## src/rtl/sha1_pad.sv

```systemverilog
// SHA-1 message padder: packs a byte stream into 512-bit blocks, appends the
// 0x80 marker and the 64-bit big-endian bit length, and hands blocks downstream.
module sha1_pad #(
    parameter int unsigned LEN_W = 32
) (
    input  logic         clk,
    input  logic         rst,
    input  logic [7:0]   in_data,
    input  logic         in_valid,
    input  logic         in_last,
    output logic         in_ready,
    output logic [511:0] block,
    output logic         block_valid,
    input  logic         block_ready,
    output logic         block_first,
    output logic         block_last
);

    localparam int unsigned BLK_W    = 512;
    localparam int unsigned PTR_W    = 6;
    localparam int unsigned BITLEN_W = 64;
    localparam logic [PTR_W-1:0] PTR_LEN  = PTR_W'(56);
    localparam logic [PTR_W-1:0] PTR_LAST = PTR_W'(63);

    typedef enum logic [1:0] {ACCUM, PAD80, LEN, EMIT} state_e;

    state_e             state_q, state_d;
    logic [PTR_W-1:0]   ptr_q, ptr_d;
    logic [LEN_W-1:0]   count_q, count_d;
    logic [BLK_W-1:0]   buf_q, buf_d;
    logic               first_q, first_d;
    logic               pend_len_q, pend_len_d;
    logic               pend_pad_q, pend_pad_d;
    logic               in_ready_q, in_ready_d;
    logic               valid_q, valid_d;
    logic               bfirst_q, bfirst_d;
    logic               blast_q, blast_d;

    logic [BITLEN_W-1:0] bit_len_c;
    logic [7:0]          len_byte_c;
    logic [8:0]          wr_lsb_c;
    logic                wr_en_c;
    logic [7:0]          wr_byte_c;

    // Byte 0 sits at the top of the block, so the bit offset is (63-ptr)*8.
    assign bit_len_c  = BITLEN_W'({count_q, 3'b000});
    assign len_byte_c = bit_len_c[{~ptr_q[2:0], 3'b000} +: 8];
    assign wr_lsb_c   = {~ptr_q, 3'b000};

    always_ff @(posedge clk or posedge rst) begin
        if (rst) begin
            state_q    <= ACCUM;
            ptr_q      <= '0;
            count_q    <= '0;
            buf_q      <= '0;
            first_q    <= 1'b1;
            pend_len_q <= 1'b0;
            pend_pad_q <= 1'b0;
            in_ready_q <= 1'b0;
            valid_q    <= 1'b0;
            bfirst_q   <= 1'b0;
            blast_q    <= 1'b0;
        end else begin
            state_q    <= state_d;
            ptr_q      <= ptr_d;
            count_q    <= count_d;
            buf_q      <= buf_d;
            first_q    <= first_d;
            pend_len_q <= pend_len_d;
            pend_pad_q <= pend_pad_d;
            in_ready_q <= in_ready_d;
            valid_q    <= valid_d;
            bfirst_q   <= bfirst_d;
            blast_q    <= blast_d;
        end
    end

    always_comb begin
        state_d    = state_q;
        ptr_d      = ptr_q;
        count_d    = count_q;
        buf_d      = buf_q;
        first_d    = first_q;
        pend_len_d = pend_len_q;
        pend_pad_d = pend_pad_q;
        blast_d    = 1'b0;
        wr_en_c    = 1'b0;
        wr_byte_c  = 8'h00;

        case (state_q)
            ACCUM: begin
                if (in_valid && in_ready_q) begin
                    wr_en_c   = 1'b1;
                    wr_byte_c = in_data;
                    ptr_d     = PTR_W'(ptr_q + PTR_W'(1));
                    count_d   = LEN_W'(count_q + LEN_W'(1));
                    // A final byte filling the block defers the 0x80 to the next block.
                    if (in_last && ptr_q == PTR_LAST) begin
                        state_d    = EMIT;
                        pend_pad_d = 1'b1;
                    end else if (in_last) begin
                        state_d = PAD80;
                    end else if (ptr_q == PTR_LAST) begin
                        state_d = EMIT;
                    end
                end
            end
            PAD80: begin
                wr_en_c   = 1'b1;
                wr_byte_c = 8'h80;
                if (ptr_q < PTR_LEN) begin
                    ptr_d   = PTR_LEN;
                    state_d = LEN;
                end else begin
                    ptr_d      = PTR_W'(ptr_q + PTR_W'(1));
                    state_d    = EMIT;
                    pend_len_d = 1'b1;
                end
            end
            LEN: begin
                wr_en_c   = 1'b1;
                wr_byte_c = len_byte_c;
                ptr_d     = PTR_W'(ptr_q + PTR_W'(1));
                if (ptr_q == PTR_LAST) begin
                    state_d = EMIT;
                    blast_d = 1'b1;
                end
            end
            EMIT: begin
                blast_d = blast_q;
                if (block_ready) begin
                    buf_d   = '0;
                    ptr_d   = '0;
                    blast_d = 1'b0;
                    first_d = blast_q;
                    if (pend_len_q) begin
                        state_d    = LEN;
                        ptr_d      = PTR_LEN;
                        pend_len_d = 1'b0;
                    end else if (pend_pad_q) begin
                        state_d    = PAD80;
                        pend_pad_d = 1'b0;
                    end else begin
                        state_d = ACCUM;
                        if (blast_q) begin
                            count_d = '0;
                        end
                    end
                end
            end
            default: state_d = ACCUM;
        endcase

        if (wr_en_c) begin
            buf_d[wr_lsb_c +: 8] = wr_byte_c;
        end
    end

    // Output flags are registered and track the state being entered.
    assign in_ready_d = (state_d == ACCUM);
    assign valid_d    = (state_d == EMIT);
    assign bfirst_d   = (state_d == EMIT) && first_q;

    assign in_ready    = in_ready_q;
    assign block       = buf_q;
    assign block_valid = valid_q;
    assign block_first = bfirst_q;
    assign block_last  = blast_q;

endmodule

```

## config.mk

```make
export PLATFORM = sky130hd
export DESIGN_NAME = sha1_pad
export DESIGN_NICKNAME = d
export VERILOG_FILES = /design/src/rtl/sha1_pad.sv
export SDC_FILE = /design/constraint.sdc
export NUM_CORES = 1
export LEC_CHECK = 0
export BUFFER_PORTS_ARGS = -buffer_cell sky130_fd_sc_hd__buf_2
export CORE_MARGIN = 2
export CORE_UTILIZATION = 59
export CTS_CLUSTER_DIAMETER = 40
export DETAILED_ROUTE_END_ITERATION = 8
export PLACE_DENSITY_LB_ADDON = 0.3
export SYNTH_ARGS = -nofsm -noshare
export SYNTH_HDL_FRONTEND = slang
export SYNTH_SLANG_ARGS = --single-unit
export TNS_END_PERCENT = 50
```

## constraint.sdc

```tcl
create_clock -name clk -period 30.8 [get_ports clk]
set_input_delay 1.54 -clock clk [delete_from_list [all_inputs] [get_ports clk]]
set_output_delay 1.54 -clock clk [all_outputs]
set_load 0.02 [all_outputs]
```

==> results_dict.tcl <==
set metrics [dict create \
    drtIter0Drc 2267 \
    tritoncts "yes" \
    dp.cells 3201 \
    synth_fp_nets 2278 \
    gp_congestion 0.914 \
    synthArstFlopShare_pct 100 \
    drtAntennaViolNets 0 \
    syn_area_per_cell_sq_um 11.1 \
    grt_setup_unrepaired "false" \
    power_mw 2.07 \
    wl_mm 82.5 \
    route.detailed.drc 0 \
    ys.warnings.count 0 \
    period_share_pct 17.0 \
    final_cell_count_no_fill 3320 \
    grt_use_total_pct 37.2 \
    post_cts_buffers 0 \
    die_w_microns 210 \
    numCtsBuffers 69 \
    worstHoldStart "block[184]$_DFF_PP0_" \
    worstSetupEndpointType "asynchronous set/reset pin" \
    setup_tns_ns 0 \
    finalClockSkew_ns 0.0275 \
    cts_resized 0 \
    grt_remaining_overflow 0 \
    syn_to_final_growth_pct 20.3 \
    ys_types 80 \
    synth_cells 2256 \
    min_period_ns 5.24 \
    max-vdd-ir-drop_mv 0.0644 \
    wire_per_inst_microns 24.9 \
    fillCellCount 2935 \
    final_area_sq_um 30100 \
    cp_max_fo 117 \
    die_area_sq_um 44100 \
    ys_seq_elements 559 \
    clock_sinks 559 \
    min_to "block[184]$_DFF_PP0_" \
    tightest_slew_ns 1.43 \
    antenna_found_initial 1 \
    hp-class "flop to flop" \
    route.vias.total 20415 \
    r2r-end "block[354]$_DFF_PP0_" \
    fmax_mhz 191 \
    postPlaceCellArea_sq_um 27900 \
    clk_latency_ns 0.61 \
    clock_path_buffers 3 \
    final_max_slew_viol_count 0 \
    grt_pass1_vias 20114 \
    setup_ws_ns 25.56 \
    p_per_area_nw_per_um2 68.6 \
    cp.arrival_ns 5.82 \
    pre_cts_slack_ns 24.75 \
    netlist_area_sq_um 25000 \
    reg2regPathDepth 6 \
    p_leak_nw 16.3 \
    cts_hold_buf 0 \
    n_antenna_cell 0 \
    maxSlewHeadroom_pct 4.61 \
    cts-htree-levels 3 \
    start_util_pct 59.7 \
    regToRegSetupSlack_ns 26.73 \
    synthFlopType "dfrtp_1" \
    drv_cap 0 \
    final_util_pct 71.8 \
    dr.pass1.iters 9 \
    clkTransAtPathRegs_ns 0.06 \
    final_nets 2755 \
    place.port_buffers 528 \
    synth_seq_area_share_pct 55.9 \
    hold_ws_ns 0.495 \
    synth_edf_count 0 \
    coreArea_sq_um 41900 \
    cts-root-buf "clkbuf_16" \
    outcome "finished clean" \
    vias_per_cell 6.15 \
    worstPathRequired_ns 31.39 \
    grt_max_degree 120 \
    fp.dieH_microns 210 \
    dp_hpwl_mm 56.8 \
    top_level_ports 529 \
    reg2reg_from "state_q[0]$_DFF_PP0_" \
    hold_viol_final 0 \
    setup_viol 0 \
    whs_path_depth 2 \
    start_kind "input port" \
    rows 75 \
    grt_pass1_wl_mm 124 \
    drive_gt1_share_pct 26.7 \
    crit_type "input port to asynchronous set/reset pin" \
]
-- state kept, by name (all words and copies together) (netlist names) --
register	flops
ptr_q	6
block_last	1
state_q	2
block_first	1
first_q	1
pend_pad_q	1
count_q	32
block_valid	1
in_ready	1
block	512
pend_len_q	1
-- per-layer routing --
layer | GRT usage [%] | vias to the layer above | routed length, microns
met3 | 8.13 | 245 | 6990
met5 | 0 | - | 7
met1 | 49.1 | 10347 | 32300
met2 | 58.7 | 1042 | 38800
li1 | - | 8779 | -
met4 | 18.8 | 2 | 4450
-- worst max path at each step --
| stage | startpoint | end | slack (ns) | depth (start not counted) |
|---|---|---|---|---|
| finish | rst | block[44]$_DFF_PP0_ | 25.56 | 6 |
| global route | rst | block[177]$_DFF_PP0_ | 24.85 | 6 |
| CTS | rst | block[433]$_DFF_PP0_ | 25.39 | 6 |
| floorplan | rst | block[0]$_DFF_PP0_ | 13.63 | 1 |
| detailed placement | rst | block[305]$_DFF_PP0_ | 24.75 | 6 |
| global placement | rst | block[176]$_DFF_PP0_ | 24.92 | 6 |
-- logic make-up after synthesis --
| kind of cell | after synthesis | synth area share [%] |
|---|---|---|
| adders and majority gates | 9 | 0.450 |
| xor gates and xnor gates | 10 | 0.425 |
| muxes | 436 | 17.7 |
| AOI/OAI and AO/OA | 224 | 5.70 |
| and+or+nand+nor | 852 | 16.7 |
| DFF | 559 | 55.9 |
| buffers and inverters | 166 | 3.09 |
-- synth_stat cells (7+ instances only) --
| master | instances | area (sq um) |
|---|---|---|
| nand2_1 | 577 | 2170 |
| dfrtp_1 | 558 | 14000 |
| mux2i_1 | 424 | 4240 |
| o21ai_0 | 106 | 531 |
| nand3_1 | 95 | 475 |
| clkbuf_1 | 84 | 315 |
| buf_2 | 30 | 150 |
| nor2_1 | 30 | 113 |
| a21oi_1 | 27 | 135 |
| inv_1 | 22 | 82.6 |
| or3_1 | 18 | 113 |
| nand4_4 | 17 | 362 |
| nand4_1 | 13 | 81.3 |
| nor4_1 | 11 | 68.8 |
| nand2b_1 | 10 | 62.6 |
| nor3_1 | 10 | 50.1 |
| a22oi_1 | 9 | 67.6 |
| and3_1 | 9 | 56.3 |
| buf_1 | 9 | 33.8 |
| buf_4 | 9 | 67.6 |
| buf_6 | 9 | 101 |
| ha_1 | 9 | 113 |
| a221o_1 | 8 | 80.1 |
| and4_1 | 8 | 70.1 |
| nor3_4 | 8 | 130 |
| o211ai_1 | 8 | 60.1 |
| o31ai_1 | 8 | 60.1 |
| and2_1 | 7 | 43.8 |
| mux2_2 | 7 | 78.8 |
| nor2_2 | 7 | 43.8 |
| o22ai_1 | 7 | 43.8 |
| xnor2_1 | 7 | 61.3 |
-- worst max-delay path: stages --
cell	delay [ns]
buf_2	0.13
inv_8	0.53
buf_4	0.84
buf_4	0.87
buf_4	0.82
buf_4	0.85
-- where the power goes --
part | total (mW) | switching [mW] | internal (mW)
Sequential | 0.791 | 0.0339 | 0.757
Clock | 0.780 | 0.332 | 0.448
Combinational | 0.496 | 0.384 | 0.112
Total | 2.07 | 0.750 | 1.32
-- final cells by class --
| cell class | instances | area [sq um] | share of cell area, % |
|---|---|---|---|
| sequential | 559 | 14000 | 46.5 |
| multi-input combinational | 1531 | 10400 | 34.4 |
| timing repair buffer | 549 | 2800 | 9.30 |
| clock buffer | 81 | 1820 | 6.05 |
| tap | 539 | 674 | 2.24 |
| clock inverter | 38 | 380 | 1.26 |
| inverter | 23 | 93.8 | 0.312 |
-- cell usage in the layout, fill, tap and decap left out, types with 10 or more instances in the layout --
master / instances
a21oi_1: 27
buf_2: 528
buf_4: 21
clkbuf_16: 69
dfrtp_1: 558
inv_1: 21
mux2i_1: 424
nand2_1: 576
nand2b_1: 10
nand3_1: 95
nand4_1: 13
nand4_4: 17
nor2_1: 30
nor3_1: 10
o21ai_0: 104
or3_1: 18
Power figures use the tool's default switching activity.
